$ cat src/rtl/hack_boot_ctrl.sv
// Boot/run sequencer for the Hack Computer: streams a program into ROM, releases CPU reset, counts run cycles, detects halt loops.
// ROM write latency 1 cycle; in_ready is combinational from state. Optional checksum gate under macro BOOT_CHECKSUM_EN.
module hack_boot_ctrl #(
    parameter int AW           = 15,
    parameter int DW           = 16,
    parameter int RESET_CYCLES = 2,
    parameter int HALT_CYCLES  = 4,
    parameter int CW           = 32
) (
    input  logic          clock,
    input  logic          reset,
    input  logic          start,
    input  logic [AW:0]   len,
    input  logic          abort,
    input  logic [DW-1:0] in_data,
    input  logic          in_valid,
    output logic          in_ready,
    output logic          rom_we,
    output logic [AW-1:0] rom_addr,
    output logic [DW-1:0] rom_wdata,
    output logic          cpu_reset,
    input  logic [AW-1:0] pc,
`ifdef BOOT_CHECKSUM_EN
    input  logic [DW-1:0] exp_sum,
    output logic          sum_err,
`endif
    output logic          busy,
    output logic          halted,
    output logic [CW-1:0] cycles
);

    localparam int RCW = (RESET_CYCLES > 1) ? $clog2(RESET_CYCLES) : 1;
    localparam int HCW = $clog2(HALT_CYCLES + 1);

    typedef enum logic [2:0] {S_IDLE, S_LOAD, S_RHOLD, S_RUN, S_HALT} state_t;

    state_t          state_q, state_d;
    logic [AW:0]     len_q, cnt_q;
    logic            we_q;
    logic [AW-1:0]   addr_q;
    logic [DW-1:0]   wdata_q;
    logic [RCW-1:0]  rst_cnt_q;
    logic [AW-1:0]   pc_d1_q, pc_d2_q;
    logic [1:0]      run_cnt_q;
    logic [HCW-1:0]  halt_cnt_q;
    logic [CW-1:0]   cycles_q;

    logic hs, last_hs, start_acc, halt_cmp, halt_hit, sum_bad;

    assign hs        = in_valid && in_ready;
    assign last_hs   = hs && ((cnt_q + (AW+1)'(1)) == len_q);
    assign start_acc = start && (state_q == S_IDLE || state_q == S_HALT);
    // pc_d2 is only meaningful once two RUN cycles of history exist.
    assign halt_cmp  = (run_cnt_q == 2'd2) && (pc == pc_d2_q);
    assign halt_hit  = halt_cmp && ((halt_cnt_q + HCW'(1)) == HCW'(HALT_CYCLES));

`ifdef BOOT_CHECKSUM_EN
    logic [DW-1:0] sum_q;
    logic          sum_err_q;
    assign sum_bad = last_hs && ((sum_q + in_data) != exp_sum);
    assign sum_err = sum_err_q;

    always_ff @(posedge clock or negedge reset) begin
        if (!reset) begin
            sum_q     <= '0;
            sum_err_q <= 1'b0;
        end else if (start_acc) begin
            sum_q     <= '0;
            sum_err_q <= 1'b0;
        end else begin
            if (hs)
                sum_q <= sum_q + in_data;
            if (state_q == S_LOAD && !abort && sum_bad)
                sum_err_q <= 1'b1;
        end
    end
`else
    assign sum_bad = 1'b0;
`endif

    always_ff @(posedge clock or negedge reset) begin
        if (!reset) state_q <= S_IDLE;
        else        state_q <= state_d;
    end

    always_comb begin
        state_d = state_q;
        case (state_q)
            S_IDLE, S_HALT: if (start) state_d = (len == '0) ? S_RHOLD : S_LOAD;
            S_LOAD: begin
                if (abort)        state_d = S_HALT;
                else if (last_hs) state_d = sum_bad ? S_HALT : S_RHOLD;
            end
            S_RHOLD: begin
                if (abort)                                      state_d = S_HALT;
                else if (rst_cnt_q == RCW'(RESET_CYCLES - 1))   state_d = S_RUN;
            end
            S_RUN: if (abort || halt_hit) state_d = S_HALT;
            default: state_d = S_IDLE;
        endcase
    end

    always_comb begin
        in_ready  = (state_q == S_LOAD) && (cnt_q < len_q);
        busy      = (state_q == S_LOAD) || (state_q == S_RHOLD) || (state_q == S_RUN);
        halted    = (state_q == S_HALT);
        cpu_reset = (state_q != S_RUN);
    end

    assign rom_we    = we_q;
    assign rom_addr  = addr_q;
    assign rom_wdata = wdata_q;
    assign cycles    = cycles_q;

    // A word accepted on the abort cycle is still written one cycle later.
    always_ff @(posedge clock or negedge reset) begin
        if (!reset) begin
            len_q      <= '0;
            cnt_q      <= '0;
            we_q       <= 1'b0;
            addr_q     <= '0;
            wdata_q    <= '0;
            rst_cnt_q  <= '0;
            pc_d1_q    <= '0;
            pc_d2_q    <= '0;
            run_cnt_q  <= '0;
            halt_cnt_q <= '0;
            cycles_q   <= '0;
        end else begin
            we_q <= hs;
            if (hs) begin
                addr_q  <= cnt_q[AW-1:0];
                wdata_q <= in_data;
                cnt_q   <= cnt_q + (AW+1)'(1);
            end
            if (start_acc) begin
                len_q    <= len;
                cnt_q    <= '0;
                cycles_q <= '0;
            end
            rst_cnt_q <= (state_q == S_RHOLD) ? rst_cnt_q + RCW'(1) : '0;
            if (state_q == S_RUN) begin
                pc_d1_q    <= pc;
                pc_d2_q    <= pc_d1_q;
                if (run_cnt_q != 2'd2)
                    run_cnt_q <= run_cnt_q + 2'd1;
                halt_cnt_q <= halt_cmp ? halt_cnt_q + HCW'(1) : '0;
                if (cycles_q != '1)
                    cycles_q <= cycles_q + CW'(1);
            end else begin
                pc_d1_q    <= '0;
                pc_d2_q    <= '0;
                run_cnt_q  <= '0;
                halt_cnt_q <= '0;
            end
        end
    end

endmodule

$ cat config.mk
export PLATFORM = sky130hd
export DESIGN_NAME = hack_boot_ctrl
export DESIGN_NICKNAME = d
export VERILOG_FILES = /design/src/rtl/hack_boot_ctrl.sv
export SDC_FILE = /design/constraint.sdc
export NUM_CORES = 1
export LEC_CHECK = 0
export BUFFER_PORTS_ARGS = -buffer_cell sky130_fd_sc_hd__buf_2
export CORE_MARGIN = 2
export CORE_UTILIZATION = 50
export CTS_CLUSTER_DIAMETER = 80
export DETAILED_ROUTE_END_ITERATION = 7
export GPL_TIMING_DRIVEN = 0
export PLACE_DENSITY_LB_ADDON = 0.1
export SLEW_MARGIN = 20
export SYNTH_ARGS = -nofsm -noshare
export SYNTH_HDL_FRONTEND = slang
export SYNTH_SLANG_ARGS = --single-unit
$ cat constraint.sdc
create_clock -name clock -period 2.5 [get_ports clock]
set_input_delay 0 -clock clock [delete_from_list [all_inputs] [get_ports clock]]
set_output_delay 0 -clock clock [all_outputs]
set_load 0.02 [all_outputs]
==> qor.yml <==
status: "completed"
ant_nets: 0
n_antenna_cell: 0
max_stage_delay_ns: 0.36
synth-edff-count: 0
n_fill_cell: 1051
critPathMaxFanout: 4
dr.pass1.iters: 5
gp_congestion: 0.892
synthesis.instances: 638
ys_warn_count: 0
postLayoutCellArea_um2: 8930
skew_ns: 0.00831
htree_levels: 4
met3_usage_pct: 5.75
yosys_most_used_dff: "dfrtp_1"
worstPathRequired_ns: 2.81
met2_usage_pct: 38.8
drt_wl_total_mm: 16.7
syn-num-nets: 711
dp_hpwl_mm: 11.2
port_buffers: 119
register_area_um2: 3380
path_buf_inv: 2
grt_usage_pct: 24.0
drive_above_1_share_pct: 28.6
clock_latency_ns: 0.42
crit_arrival_ns: 2.81
cp_top_family: "compound AO/OA/AOI/OAI gates"
grt_first_pass_wirelength_mm: 27.2
leakage_nw: 4.27
clockRootBuffer: "clkbuf_16"
crit_path_cell_trace: "inv_1, ha_1, a21oi_2, o21ai_2, nand2b_4, o211ai_1, nor3_2, buf_4, mux2_2, a22o_1"
power.density_nw_per_um2: 751
via_count: 5629
ys_async_sr_fraction_pct: 100
max_slew_margin_pct: 53.6
yosysUniqueCellTypes: 56
end_kind: "register"
grt_max_degree: 100
globalRoute.totalOverflow: 0
grt_pass1_vias: 5601
maxCapViolCount: 0
layout_commonest_cell: "dfrtp_1"
slew_violations: 0
max_slew.worst_pin.slew_ns: 0.689
grt_util_met1_pct: 30.7
critPathSlowestCell: "dfrtp_1"
clkSlewWorstSetupHoldPaths_ns: 0.06
die_height_um: 120
dr.first_iter.drc_count: 422
start_util_pct: 51.0
min_period_ns: 2.50
crit_type: "register to register"
wl_per_cell_um: 16.3
hold_viol_final: 0
die-area_um2: 14500
cts_sinks: 135
drc_errors: 0
cts_tree: "built"
setup_viol: 0
multi_input_area_um2: 3180
die_x_um: 120
area_delta_synth_final_pct: 32.1
coreArea_um2: 13200
min_path_type: "primary input to asynchronous set/reset pin"
antenna_found_initial: 0
period_share_pct: 100
synth_area_um2: 6760
syn_area_per_cell_um2: 10.6
peakVddDrop_mv: 0.449
grt-busiest-layer: "met2"
placed_area_um2: 7620
ios: 120
ys_seq_elements: 135
rsz0062_at_grt: "true"
final_nets: 909
cts.path.max_buffers: 2
rows: 42
clock.fmax_mhz: 400
final_cell_mix: "dfrtp_1 (130), buf_2 (123), nand2_1 (61)"
vias_per_cell: 5.49
fin_util_pct: 67.4
critPathLaunchType: "register"
cts_buffers: 17
seq_area_frac_synth_pct: 50.0
## synthesized netlist by cell type, types with 2 or more instances
library cell    n  area [um2]
a21oi_1        12        60.1
a22o_1          9        78.8
a31oi_1         3        18.8
a32oi_1         2        17.5
and2_1         31         194
and3_1          9        56.3
and4_1          6        52.6
buf_2          10        50.1
buf_4           5        37.5
clkbuf_1       14        52.6
dfrtp_1       135        3380
ha_1           21         263
inv_1          32         120
mux2_2         37         417
mux2i_1        21         210
nand2_1        61         229
nand2b_1        2        12.5
nand3_1        27         135
nand4_1        22         138
nor2_1         30         113
nor3_1         14        70.1
nor3_2          3        30.0
nor4_1          6        37.5
nor4b_1         2        17.5
o211ai_1        9        67.6
o21ai_0        36         180
o22ai_1         2        12.5
o31ai_1         7        52.6
or3_1           2        12.5
or4_1           2        15.0
xnor2_1        34         298
xor2_1          8        70.1
## layout make-up
| type | instances | area share, % |
|---|---|---|
| Tap cell | 176 | 2.47 |
| Inverter | 32 | 1.35 |
| Clock buffer | 17 | 4.76 |
| Timing Repair Buffer | 179 | 13.6 |
| Multi-Input combinational cell | 442 | 35.6 |
| Sequential cell | 135 | 37.9 |
| Buffer | 29 | 2.06 |
| Clock inverter | 15 | 2.26 |
## stage by stage
stage / hold slack (ns) / power (mW) / cells / worst slack [ns] / TNS (ns)
after floorplan: -0.296 / 3.43 / 638 / 0.326 / 0
after global placement: 0.223 / 3.86 / 933 / -0.422 / -64.79
after detailed placement: -0.109 / 3.92 / 934 / -0.249 / -7.70
after CTS: 0.0341 / 6.69 / 1021 / 0.00137 / 0
after global routing: 0.0586 / 7.01 / 1025 / -0.119 / -2.51
final: 0.0340 / 6.70 / 1025 / 0.000250 / 0
## worst paths after layout
path / from / endpoint / slack (ns) / cells after the start
hold / removal: reset / len_q[9]$_DFFE_PN0P_ / 0.03 / 2
hold reg to reg: halt_cnt_q[0]$_DFF_PN0_ / halt_cnt_q[0]$_DFF_PN0_ / 0.44 / 1
min in group clock: in_valid / cnt_q[0]$_DFFE_PN0P_ / 0.31 / 7
max in group asynchronous: reset / cnt_q[1]$_DFFE_PN0P_ / 1.66 / 3
setup / recovery: len_q[9]$_DFFE_PN0P_ / cnt_q[8]$_DFFE_PN0P_ / 0.0003 / 10
setup reg to reg: len_q[9]$_DFFE_PN0P_ / cnt_q[8]$_DFFE_PN0P_ / 0.0003 / 10
## state kept, by name, indices dropped and copies added, names as in the netlist
signal	flops
rom_we	1
run_cnt_q	2
pc_d2_q	15
cycles	32
pc_d1_q	15
rom_addr	15
len_q	16
state_q	3
rst_cnt_q	1
halt_cnt_q	3
rom_wdata	16
cnt_q	16
## layer usage
| layer | part of all wire (%) | vias to the layer above |
|---|---|---|
| li1 | - | 2655 |
| met1 | 44 | 2777 |
| met2 | 49 | 162 |
| met3 | 4.6 | 35 |
| met4 | 3.0 | 0 |
| met5 | 0 | - |
## what timing repair did
item                                    4_1_cts  5_1_grt
setup buffers                                 4        4
endpoints found under the hold margin       185        0
pin swaps                                     1        7
resized for setup                            14       19
cloned                                        1        0
hold buffers                                 50        0
endpoints found under the setup margin       49       58
## logic make-up after synthesis
group	synth area share [%]
fa+ha+maj	3.89
buf+inv	3.85
xor+xnor	5.44
compound gates	8.44
simple gates	19.1
mux	9.27
flops	50.0
## where the power goes
| part | internal [mW] | leakage (nW) | switching, mW |
|---|---|---|---|
| Sequential | 2.42 | 1.81 | 0.171 |
| Combinational | 0.641 | 2.15 | 0.817 |
| Clock | 1.68 | 0.312 | 0.982 |
| Total | 4.73 | 4.27 | 1.97 |
No activity file was read; power rests on OpenSTA's default activity.
